==> src/rtl/dbg_pkg.sv <==
// Shared definitions for the debug read arbiter: FSM encoding, default
// timeout and the round-robin winner selection.
package dbg_pkg;

    typedef enum logic [1:0] {
        IDLE = 2'd0,
        BUS  = 2'd1,
        DONE = 2'd2
    } dbg_state_t;

    localparam int unsigned TIMEOUT_DEFAULT = 16;

    // Winner index for the two requesters. A sole requester always wins.
    // With both requesting, the one not served last wins. Until the first
    // completion there is no "last served", so requester 0 is preferred.
    function automatic logic rr_pick(
        input logic req0,
        input logic req1,
        input logic served_any,
        input logic last
    );
        if (req0 && req1) begin
            return served_any ? ~last : 1'b0;
        end
        return req1 && !req0;
    endfunction

endpackage

==> src/rtl/dbg_rd_wdog.sv <==
// Bus watchdog: counts cycles spent waiting for an acknowledge and flags
// the cycle on which the wait limit is reached.
module dbg_rd_wdog #(
    parameter int unsigned TIMEOUT = dbg_pkg::TIMEOUT_DEFAULT
) (
    input  logic clk,
    input  logic rst,
    input  logic clear,
    input  logic run,
    output logic expire
);

    localparam int unsigned CW = $clog2(TIMEOUT + 1);

    logic [CW-1:0] cnt;

    // Count waiting cycles; cleared whenever no bus access is outstanding.
    always_ff @(posedge clk) begin
        if (!rst || clear) begin
            cnt <= '0;
        end else if (run && (cnt != CW'(TIMEOUT))) begin
            cnt <= cnt + CW'(1);
        end
    end

    // cnt holds the number of earlier waiting cycles, so the limit is hit
    // while the counter still reads TIMEOUT-1.
    assign expire = run && (cnt == CW'(TIMEOUT - 1));

endmodule

==> src/rtl/dbg_rd_arbiter.sv <==
// Two-requester round-robin arbiter in front of a single bus read port,
// with a per-access acknowledge timeout and target-reset abort.
module dbg_rd_arbiter
    import dbg_pkg::*;
#(
    parameter int unsigned AW      = 32,
    parameter int unsigned DW      = 32,
    parameter int unsigned TIMEOUT = TIMEOUT_DEFAULT
) (
    input  logic          clk,
    input  logic          rst,
    input  logic          i_cpu_reset,
    input  logic          i_req0,
    input  logic          i_req1,
    input  logic [AW-1:0] i_adr0,
    input  logic [AW-1:0] i_adr1,
    output logic          o_done0,
    output logic          o_done1,
    output logic [DW-1:0] o_rdata,
    output logic          o_err,
    output logic          o_grant,
    output logic          o_busy,
    output logic          o_wb_cyc,
    output logic [AW-1:0] o_wb_adr,
    input  logic          i_wb_ack,
    input  logic [DW-1:0] i_wb_rdt
);

    dbg_state_t state;
    logic       rr_last;
    logic       rr_served;
    logic       win;
    logic       expire;

    dbg_rd_wdog #(
        .TIMEOUT(TIMEOUT)
    ) u_wdog (
        .clk    (clk),
        .rst    (rst),
        .clear  (state != BUS),
        .run    (state == BUS),
        .expire (expire)
    );

    // Requester that would be granted if arbitration happened this cycle.
    always_comb begin
        win = rr_pick(i_req0, i_req1, rr_served, rr_last);
    end

    // Arbitration FSM with registered bus and completion outputs.
    always_ff @(posedge clk) begin
        if (!rst) begin
            state     <= IDLE;
            rr_last   <= 1'b0;
            rr_served <= 1'b0;
            o_done0   <= 1'b0;
            o_done1   <= 1'b0;
            o_rdata   <= '0;
            o_err     <= 1'b0;
            o_grant   <= 1'b0;
            o_busy    <= 1'b0;
            o_wb_cyc  <= 1'b0;
            o_wb_adr  <= '0;
        end else begin
            case (state)
                IDLE: begin
                    if (i_cpu_reset && (i_req0 || i_req1)) begin
                        o_grant  <= win;
                        o_wb_adr <= win ? i_adr1 : i_adr0;
                        o_wb_cyc <= 1'b1;
                        o_busy   <= 1'b1;
                        state    <= BUS;
                    end
                end
                BUS: begin
                    // Abort beats ack, and ack beats timeout.
                    if (!i_cpu_reset) begin
                        o_wb_cyc <= 1'b0;
                        o_busy   <= 1'b0;
                        state    <= IDLE;
                    end else if (i_wb_ack || expire) begin
                        o_rdata  <= i_wb_ack ? i_wb_rdt : '0;
                        o_err    <= !i_wb_ack;
                        o_wb_cyc <= 1'b0;
                        o_done0  <= !o_grant;
                        o_done1  <= o_grant;
                        state    <= DONE;
                    end
                end
                DONE: begin
                    o_done0   <= 1'b0;
                    o_done1   <= 1'b0;
                    o_busy    <= 1'b0;
                    rr_last   <= o_grant;
                    rr_served <= 1'b1;
                    state     <= IDLE;
                end
                default: begin
                    state <= IDLE;
                end
            endcase
        end
    end

endmodule

==> config.mk <==
export PLATFORM = sky130hd
export DESIGN_NAME = dbg_rd_arbiter
export DESIGN_NICKNAME = d
export VERILOG_FILES = /design/src/rtl/dbg_pkg.sv /design/src/rtl/dbg_rd_wdog.sv /design/src/rtl/dbg_rd_arbiter.sv
export SDC_FILE = /design/constraint.sdc
export NUM_CORES = 1
export LEC_CHECK = 0
export BUFFER_PORTS_ARGS = -buffer_cell sky130_fd_sc_hd__buf_2
export CAP_MARGIN = 15
export CORE_ASPECT_RATIO = 0.9
export CORE_MARGIN = 2
export CORE_UTILIZATION = 33
export DETAILED_ROUTE_END_ITERATION = 8
export PLACE_DENSITY = 0.71
export SYNTH_ARGS = -nofsm -noshare
export SYNTH_HDL_FRONTEND = slang
export SYNTH_SLANG_ARGS = --single-unit
==> constraint.sdc <==
create_clock -name clk -period 2 [get_ports clk]
set_input_delay 0.3 -clock clk [delete_from_list [all_inputs] [get_ports clk]]
set_output_delay 0.3 -clock clk [all_outputs]
set_load 0.03 [all_outputs]
==> impl_metrics.py <==
metrics = {
    "outcome": {
        "status": "complete, no violations",
    },
    "placement": {
        "dp_hpwl_um": 7100,
        "gp_congestion": 0.797,
        "port_buffers": 171,
        "placed_cell_area_um2": 4370,
    },
    "floorplanning": {
        "pin_count": 172,
        "num_rows": 35,
        "dieHeight_um": 101,
        "fp.dieW_um": 111,
        "die_area_um2": 11200,
        "start_util_pct": 33.8,
        "design.core.area_um2": 10200,
    },
    "finish": {
        "finalNetCount": 644,
        "finalInstanceArea_um2": 4730,
        "area_delta_synth_final_pct": 37.8,
        "drive_gt1_share_pct": 38.0,
        "fillers": 1003,
    },
    "synth": {
        "yosys_warnings": 0,
        "async_flop_share_pct": 0,
        "synth_cell_types": 36,
        "syn_area_um2": 3430,
        "ys_top_cells_by_count": "79 x dfxtp_1, 71 x nor2_1, 35 x a211oi_1, 35 x o21ai_0",
        "synth_edf_count": 0,
        "ys.flop_type": "dfxtp_1",
        "synth_area_per_cell_um2": 9.10,
        "syn_nets": 486,
        "synth-seq-cells": 79,
        "synth_top_area_share_pct": 46.1,
        "synth_top_area_cell": "dfxtp_1",
        "yosysSeqAreaShare_pct": 46.1,
        "synth_most_common_cell": "dfxtp_1",
        "synthCells": 377,
        "synth_area_leaders": "dfxtp_1 46%, a2111oi_0 8.2%, nor2_1 7.8%",
    },
    "clock_network": {
        "ctsHoldBuffers": 0,
        "clk-insertion-delay-late_ns": 0.33,
        "clkSlewWorstSetupHoldPaths_ns": 0.06,
        "cts_buffers": 9,
        "clock-sinks": 79,
        "root_buffer": "clkbuf_16",
        "htreeDepth": 3,
        "cts_buffer_depth": 2,
        "tritoncts": "yes",
    },
    "setup_path": {
        "r2r_end": "o_done1$_SDFFE_PN0P_",
        "cp-start-kind": "flip-flop",
        "cp-end-kind": "flip-flop",
        "crit_fanout": 7,
        "arrival_ns": 2.03,
        "rr_startpoint": "u_wdog.cnt[0]$_SDFFE_PP0P_",
        "reg2reg_depth": 7,
        "critPathRequiredTime_ns": 2.21,
        "reg2reg_setup_slack_ns": 0.17,
        "crit_type": "flip-flop to flip-flop",
    },
    "sta": {
        "drv_slew": 0,
        "setup_viol": 0,
        "worst_pin_slew_ns": 0.569,
        "fin_crit_ns": 1.83,
        "relSlewSlack_pct": 61.9,
        "grt_setup_unrepaired": "false",
        "finalCritPeriodShare_pct": 91.4,
        "clock-skew-final_ns": 0.00767,
        "fmax_mhz": 547,
        "hold_viol": 0,
        "tns_ns": 0,
    },
    "drt": {
        "detail-route-antenna-nets": 0,
        "drcViolationCount": 0,
        "drt_iter0_drc": 396,
        "dr_total_vias": 3579,
        "wire_per_inst_um": 15.2,
        "vias_per_cell": 5.33,
        "drt-pass1-iter-count": 4,
        "drt_wl_total_um": 10200,
    },
    "min_path": {
        "min_path_type": "primary input to flip-flop",
        "min_to": "o_rdata[14]$_SDFFE_PN0P_",
        "min_path_cells": 3,
        "min_from": "i_wb_rdt[14]",
    },
    "power": {
        "p_per_area_nw_per_um2": 908,
        "vdd_drop_max_mv": 0.375,
        "p_leak_nw": 2.11,
    },
    "grt": {
        "overflow": 0,
        "grt_pass1_vias": 3315,
        "grt_max_degree": 37,
        "track_usage_pct": 17.4,
        "antenna_found_initial": 2,
        "grt_pass1_wl_um": 16100,
    },
    "run": {
        "max_cap_viol_count": 0,
    },
}
==> sequential cells by signal, summed over array words and instances (netlist names), 2 cells and up <==
name,flops
o_rdata,32
o_wb_adr,32
u_wdog.cnt,5
state,2
==> layout by cell type, fill, tap and decap left out, types with 9 or more instances in the layout <==
cell / instances
a211oi_1: 35
buf_2: 171
o21ai_0: 35
dfxtp_1: 79
buf_4: 12
a22oi_1: 32
clkbuf_16: 9
a2111oi_0: 30
nor2_1: 71
inv_1: 9
==> worst max-delay path, cell delays in order (launching register included) <==
cell and delay [ns]:
dfxtp_1 0.34, ha_1 0.23, and3_1 0.19, ha_1 0.20
o211ai_1 0.25, buf_4 0.21, mux2i_1 0.19, o21ai_0 0.09
==> through the flow <==
step                hold WS [ns]  power, mW  util, %  cells  setup WS, ns
global placement           0.444       2.43     43.0    653         0.278
floorplan                  0.441       2.18        -    377         0.294
CTS                        0.201       4.35     46.4    669         0.136
global route               0.219       4.48     46.5    670        0.0273
finish                     0.218       4.29     46.5    671         0.172
detailed placement         0.445       2.44     43.0    653         0.153
==> power breakdown <==
| group | total (mW) | switching (mW) | internal [mW] | leakage [nW] |
|---|---|---|---|---|
| registers | 1.71 | 0.0482 | 1.67 | 0.645 |
| clock network | 1.88 | 0.657 | 1.22 | 0.166 |
| logic | 0.696 | 0.448 | 0.248 | 1.29 |
| total | 4.29 | 1.15 | 3.14 | 2.11 |
==> worst max path at each step <==
| stage | from | end | slack (ns) | cells after the start |
|---|---|---|---|---|
| floorplan | u_wdog.cnt[0]$_SDFFE_PP0P_ | o_rdata[4]$_SDFFE_PN0P_ | 0.29 | 8 |
| global route | u_wdog.cnt[0]$_SDFFE_PP0P_ | o_done1$_SDFFE_PN0P_ | 0.03 | 7 |
| global placement | u_wdog.cnt[0]$_SDFFE_PP0P_ | o_rdata[23]$_SDFFE_PN0P_ | 0.28 | 7 |
| finish | u_wdog.cnt[0]$_SDFFE_PP0P_ | o_done1$_SDFFE_PN0P_ | 0.17 | 7 |
| CTS | u_wdog.cnt[0]$_SDFFE_PP0P_ | o_rdata[4]$_SDFFE_PN0P_ | 0.14 | 7 |
| detailed placement | u_wdog.cnt[0]$_SDFFE_PP0P_ | o_rdata[4]$_SDFFE_PN0P_ | 0.15 | 7 |
==> per-layer routing <==
metal  routed length (um)  share of wire [%]  GRT usage (%)
met5                    0                  0              0
met4                   57               0.56           5.13
met3                  717                7.0           5.17
met2                 5110                 50           30.3
met1                 4290                 42           21.1
==> area by class of cell <==
type	count	area [um^2]	area share [%]
multi-input combinational	250	1600	33.9
tap	129	161	3.42
sequential	79	1580	33.5
antenna	2	5.00	0.106
inverter	9	33.8	0.715
timing repair buffer	186	997	21.1
clock buffer	9	225	4.77
clock inverter	7	120	2.54
==> kinds of logic (layout without fill, tap and decap cells) <==
family	count (synthesis)	after routing	share of synthesized area, %
AO/OA/AOI/OAI	148	148	31.4
XOR/XNOR	1	1	0.255
adder cells (fa/ha/maj)	7	7	2.55
buffers and inverters	48	211	7.26
flip-flops	79	79	46.1
multiplexers	4	4	1.17
other	0	2	0
AND/OR/NAND/NOR	90	90	11.3
==> timing repair <==
item                       4_1_cts  5_1_grt
gates resized for setup          0        3
setup endpoints to repair        0        8
setup buffers                    0        0
Note: power is estimated with default switching activity, not from simulation.
